### config.mk
export PLATFORM = sky130hd
export DESIGN_NAME = nios2_oci_dct_sequencer
export DESIGN_NICKNAME = d
export VERILOG_FILES = /design/src/rtl/nios2_oci_dct_sequencer.sv
export SDC_FILE = /design/constraint.sdc
export NUM_CORES = 1
export LEC_CHECK = 0
export ABC_AREA = 1
export BUFFER_PORTS_ARGS = -buffer_cell sky130_fd_sc_hd__buf_2
export CELL_PAD_IN_SITES_DETAIL_PLACEMENT = 2
export CELL_PAD_IN_SITES_GLOBAL_PLACEMENT = 2
export CORE_ASPECT_RATIO = 2
export CORE_MARGIN = 2
export CORE_UTILIZATION = 30
export DETAILED_ROUTE_END_ITERATION = 8
export GPL_TIMING_DRIVEN = 0
export HOLD_SLACK_MARGIN = 0.06
export PLACE_DENSITY = 0.88
export SETUP_SLACK_MARGIN = 0.1
export SYNTH_ARGS = -nofsm -noshare
export SYNTH_HDL_FRONTEND = slang
export SYNTH_SLANG_ARGS = --single-unit
### constraint.sdc
create_clock -name clk -period 7.18 [get_ports clk]
set_input_delay 0.359 -clock clk [delete_from_list [all_inputs] [get_ports clk]]
set_output_delay 0.359 -clock clk [all_outputs]
set_load 0.01 [all_outputs]
### src/rtl/nios2_oci_dct_sequencer.sv
// nios2_oci_dct_sequencer
//
// Sequences the OCI data-compression-trace buffer. Trace items are packed into a
// 30-bit frame buffer. Each full, flushed or end-of-test frame is drained to the
// trace sink over a valid/ready handshake.
//
// Ports:
//   clk             sole clock, rising edge
//   reset           synchronous, active-high reset
//   item_data       trace item payload (ITEM_W bits)
//   item_valid      item offered
//   item_ready      item accepted when item_valid && item_ready
//   trace_flush     single-cycle request to drain a partial frame
//   test_ending     level; request final flush and completion
//   frame_data      frame to sink, unused slots zero
//   frame_count     number of valid items in frame_data (1..SLOTS)
//   frame_valid     frame offered to sink
//   frame_ready     sink accepts when frame_valid && frame_ready
//   dct_buffer      live packing buffer (test-bench visibility)
//   dct_count       live fill count 0..SLOTS
//   test_has_ended  sticky end-of-test indication
//   dct_drop_count  items dropped while draining (only with NIOS2_OCI_DCT_OVF_CNT_EN)
//
// Optional feature macro: NIOS2_OCI_DCT_OVF_CNT_EN
//   Defined:   items are still accepted in DRAIN, dropped, and counted in a
//              saturating 16-bit counter.
//   Undefined: item_ready is low in DRAIN (backpressure); no counter.

module nios2_oci_dct_sequencer #(
   parameter int unsigned ITEM_W = 6,
   parameter int unsigned SLOTS  = 5
) (
   input  logic              clk,
   input  logic              reset,
   input  logic [ITEM_W-1:0] item_data,
   input  logic              item_valid,
   output logic              item_ready,
   input  logic              trace_flush,
   input  logic              test_ending,
   output logic [29:0]       frame_data,
   output logic [3:0]        frame_count,
   output logic              frame_valid,
   input  logic              frame_ready,
   output logic [29:0]       dct_buffer,
   output logic [3:0]        dct_count,
`ifdef NIOS2_OCI_DCT_OVF_CNT_EN
   output logic [15:0]       dct_drop_count,
`endif
   output logic              test_has_ended
);

   // Frame geometry is fixed at 30 bits.
   if (ITEM_W * SLOTS != 30) begin : g_bad_geometry
      $error("nios2_oci_dct_sequencer: ITEM_W*SLOTS must equal 30");
   end

   typedef enum logic [1:0] {StFill, StDrain, StDone} state_e;

   state_e state_q, state_d;

   logic [29:0] buffer_q;
   logic [3:0]  count_q;
   logic [29:0] frame_data_q;
   logic [3:0]  frame_count_q;

   logic        accept;
   logic [3:0]  post_count;
   logic [29:0] filled_buf;
   logic        do_drain;

   // ---------------------------------------------------------------------------
   // Packing datapath (combinational view of the buffer after this cycle's accept)
   // ---------------------------------------------------------------------------
   assign accept     = (state_q == StFill) && item_valid;
   assign post_count = count_q + {3'b000, accept};

   always_comb begin
      filled_buf = buffer_q;
      for (int unsigned i = 0; i < SLOTS; i++) begin
         if (accept && (count_q == 4'(i))) begin
            filled_buf[i*ITEM_W +: ITEM_W] = item_data;
         end
      end
   end

   // A same-cycle accept is counted before the flush/end-of-test decision.
   assign do_drain = (state_q == StFill) &&
                     ((post_count == 4'(SLOTS)) ||
                      ((trace_flush || test_ending) && (post_count != 4'd0)));

   // ---------------------------------------------------------------------------
   // FSM: state register
   // ---------------------------------------------------------------------------
   always_ff @(posedge clk) begin
      if (reset) begin
         state_q <= StFill;
      end else begin
         state_q <= state_d;
      end
   end

   // ---------------------------------------------------------------------------
   // FSM: next state
   // ---------------------------------------------------------------------------
   always_comb begin
      state_d = state_q;
      unique case (state_q)
         StFill: begin
            if (do_drain) begin
               state_d = StDrain;
            end else if (test_ending) begin
               // Not draining with test_ending high means the buffer is empty.
               state_d = StDone;
            end
         end
         StDrain: begin
            if (frame_ready) begin
               state_d = test_ending ? StDone : StFill;
            end
         end
         StDone:  state_d = StDone;
         default: state_d = StFill;
      endcase
   end

   // ---------------------------------------------------------------------------
   // FSM: outputs (registered state only, so frame_valid never depends on
   // frame_ready)
   // ---------------------------------------------------------------------------
   always_comb begin
      item_ready     = 1'b0;
      frame_valid    = 1'b0;
      test_has_ended = 1'b0;
      unique case (state_q)
         StFill:  item_ready = !reset;
         StDrain: begin
            frame_valid = 1'b1;
`ifdef NIOS2_OCI_DCT_OVF_CNT_EN
            item_ready  = !reset;
`endif
         end
         StDone:  test_has_ended = 1'b1;
         default: item_ready = 1'b0;
      endcase
   end

   // ---------------------------------------------------------------------------
   // Buffer and frame registers
   // ---------------------------------------------------------------------------
   always_ff @(posedge clk) begin
      if (reset) begin
         buffer_q      <= '0;
         count_q       <= '0;
         frame_data_q  <= '0;
         frame_count_q <= '0;
      end else if (do_drain) begin
         frame_data_q  <= filled_buf;
         frame_count_q <= post_count;
         buffer_q      <= '0;
         count_q       <= '0;
      end else if (state_q == StFill) begin
         buffer_q <= filled_buf;
         count_q  <= post_count;
      end
   end

   assign frame_data  = frame_data_q;
   assign frame_count = frame_count_q;
   assign dct_buffer  = buffer_q;
   assign dct_count   = count_q;

`ifdef NIOS2_OCI_DCT_OVF_CNT_EN
   // Items offered while draining are accepted and discarded; count them.
   logic [15:0] drop_q;
   logic        drop;

   assign drop = (state_q == StDrain) && item_valid;

   always_ff @(posedge clk) begin
      if (reset) begin
         drop_q <= '0;
      end else if (drop && (drop_q != 16'hFFFF)) begin
         drop_q <= drop_q + 16'd1;
      end
   end

   assign dct_drop_count = drop_q;
`endif

endmodule

==> summary.txt <==
Placement
  • Port-buffer cells: 82
  • GP Congestion: 0.787
  • Placed insts: 675
  • DP HPWL: 9.03 mm
  • Pre-CTS setup slack: 4410 ps

Floorplan
  • Starting Density: 30.6%
  • Chip Width: 76.9 µm
  • Num rows: 53
  • Die Ht: 150 µm
  • Io pins: 83
  • Core box area: 10,400 µm²
  • DIE AREA: 11,500 µm²

Timing
  • RSZ-0062 raised after global routing: no
  • Slew Limit Fails: 0
  • Max Freq: 339 MHz
  • Actual slew at the worst max-slew pin: 690 ps
  • Skew final: 7.50 ps
  • Final min period: 2950 ps
  • Final WS setup: 4230 ps
  • Final Hold Viols: 0
  • Final critical-path share of the clock period: 41.1%
  • Hold_ws: 233 ps
  • Setup TNS: 0 ps
  • Count of final setup violators: 0
  • Worst slew margin: 54.0%

Clock tree
  • H-tree depth: 3
  • CTS tree: done
  • Cts hold-fix bufs: 0
  • Root Buffer Master: clkbuf_16
  • Clock Path Buffers: 2
  • Post-CTS setup buffer count: 0
  • Post_cts resized: 0
  • Worst-path clk slew: 60 ps
  • Cts bufs inserted: 9
  • Later-pin clock latency in the skew report: 340 ps
  • CTS Sinks: 70

Synthesis
  • Warning count from the yosys run: 0
  • Mean area per synthesized cell: 7.00 µm²
  • Post-Syn Area: 3190 µm²
  • Synth Instances: 456
  • Post-synthesis sequential area ratio: 43.9%
  • Cell variety after synth: 22
  • Synth Net Count: 470
  • Post-synthesis register bit count: 70

Global routing
  • Vias in the first global route: 3,771
  • Grt total ovfl: 0
  • Largest net degree at the start of global routing: 13
  • GRT Resource Usage Total: 23.1%
  • First-pass GRT wire length: 20.2 mm
  • Antenna violations before repair: 0

Drt
  • Via/cell ratio: 4.88
  • Remaining routing DRC violations: 0
  • Vias: 3,370
  • Iteration-0 DRC Markers: 68
  • Post-route ant nets: 0
  • Wirelength per Cell: 18.8 µm
  • Final wirelength: 13.0 mm
  • 1st-pass router iterations: 4

Power
  • VDD IR-drop max: 0.252 mV
  • Sequential share of power: 26.3%
  • Logic pwr share: 49.1%
  • Pwr dens: 521 nW/µm²
  • Lkg Pwr: 2.04 nW
  • Net Switching: 0.951 mW
  • Switching share of total power: 44.3%
  • Pint: 1.20 mW
  • Clk pwr share: 24.6%

Run
  • Max Cap Viol: 0

Final layout
  • Commonest cells after routing, fill and taps aside: 102 x nand2_1, 91 x buf_2, 76 x nor2_1, 70 x dfxtp_1, 54 x nand3_1
  • Fraction of layout cells with a size suffix above 1: 26.2%
  • Area Growth Syn to Fin: 29.2%
  • Nets: 563
  • ANT cells: 0
  • Fill count: 1,282
  • Post-route insts no fill: 691
  • Most common cell after layout, fill and taps aside: nand2_1

Hold path
  • Hold depth: 2
  • Hold Crit Class: in2reg

Setup path
  • Crit Path Class: reg2reg
  • Critical path required time: 7390 ps
  • CP Capture Type: register
  • R2R cell count: 16
  • Reg2Reg Setup Slack: 4230 ps
  • Critical Path AT: 3160 ps
  • CP max FO: 10
  • Startpoint types: register

Outcome
  • Status: finished, final reports clean
-- metrics by stage --
step | instance area, µm² | utilization, % | power (mW)
2_1_floorplan | 3190 | - | 1.25
3_3_place_gp | 3770 | 36.2 | 1.53
3_5_place_dp | 3770 | 36.2 | 1.60
4_1_cts | 4120 | 39.6 | 2.17
5_1_grt | 4120 | 39.6 | 2.30
6_report | 4120 | 39.6 | 2.15
-- area by class of cell --
class / count / area [µm²] / share of cell area, %
Inverter: 53 / 199 / 4.83
Multi-Input combinational cell: 309 / 1440 / 34.9
Timing Repair Buffer: 82 / 410 / 9.96
Buffer: 24 / 150 / 3.64
Tap cell: 137 / 171 / 4.16
Clock buffer: 11 / 243 / 5.89
Sequential cell: 70 / 1400 / 34.0
Clock inverter: 5 / 106 / 2.58
-- critical path: stages (launching register included) --
cell     delay, ps
dfxtp_1        330
inv_2           70
nand2_2        140
nor2_1         270
buf_2          280
ha_1           240
ha_1           270
inv_1          110
nand2_1        120
nor2_4         130
nand2_2         80
nand2_4         80
nand2_4         70
buf_6          150
buf_6          160
a21oi_1        210
nor2_1         110
-- flip-flops by register name, summed over array words and instances (netlist names) --
signal / flops
dct_count: 4
dct_buffer: 30
frame_count: 4
frame_data: 30
state_q: 2
-- cell usage after synthesis (all sizes together) --
cell type  instances  area, µm²
nor2              77        297
a21oi             39        195
buf               22        143
nand2            115        479
or2                1       6.26
inv               53        199
clkbuf             2       7.51
nor3               4       40.0
o21ai              7       35.0
ha                 2       25.0
dfxtp             70       1400
nand4              2       12.5
nand3             62        350
-- per-layer routing --
metal	up-vias	GRT usage [%]	routed length (µm)
li1	1615	-	-
met1	1668	22.3	4650
met2	70	47.4	7710
met3	17	4.40	372
met4	0	7.73	231
met5	-	0	0
-- logic make-up (layout without fill, tap and decap cells) --
logic type               after synthesis  count (layout)  share of synthesized area [%]
adder cells (fa/ha/maj)                2               2                          0.784
AND/OR/NAND/NOR                      261             261                           37.1
AO/OA/AOI/OAI                         46              46                           7.22
flip-flops                            70              70                           43.9
buffers and inverters                 77             175                           10.9
-- final timing paths --
kind,from,to
worst max-delay path,state_q[0],frame_data[22]
worst min-delay path,reset,state_q[0]
worst min register to register,frame_count[0],frame_count[0]
worst max register to register,state_q[0],frame_data[22]
-- power groups by stage --
| stage | clock, mW | sequential (mW) | combinational, mW |
|---|---|---|---|
| 3_3_place_gp | 0 | 0.565 | 0.969 |
| 6_report | 0.529 | 0.565 | 1.06 |
| 4_1_cts | 0.537 | 0.566 | 1.07 |
| 5_1_grt | 0.556 | 0.579 | 1.16 |
| 2_1_floorplan | 0 | 0.612 | 0.636 |
| 3_5_place_dp | 0 | 0.571 | 1.03 |
Note: power is estimated with default switching activity, not from simulation.
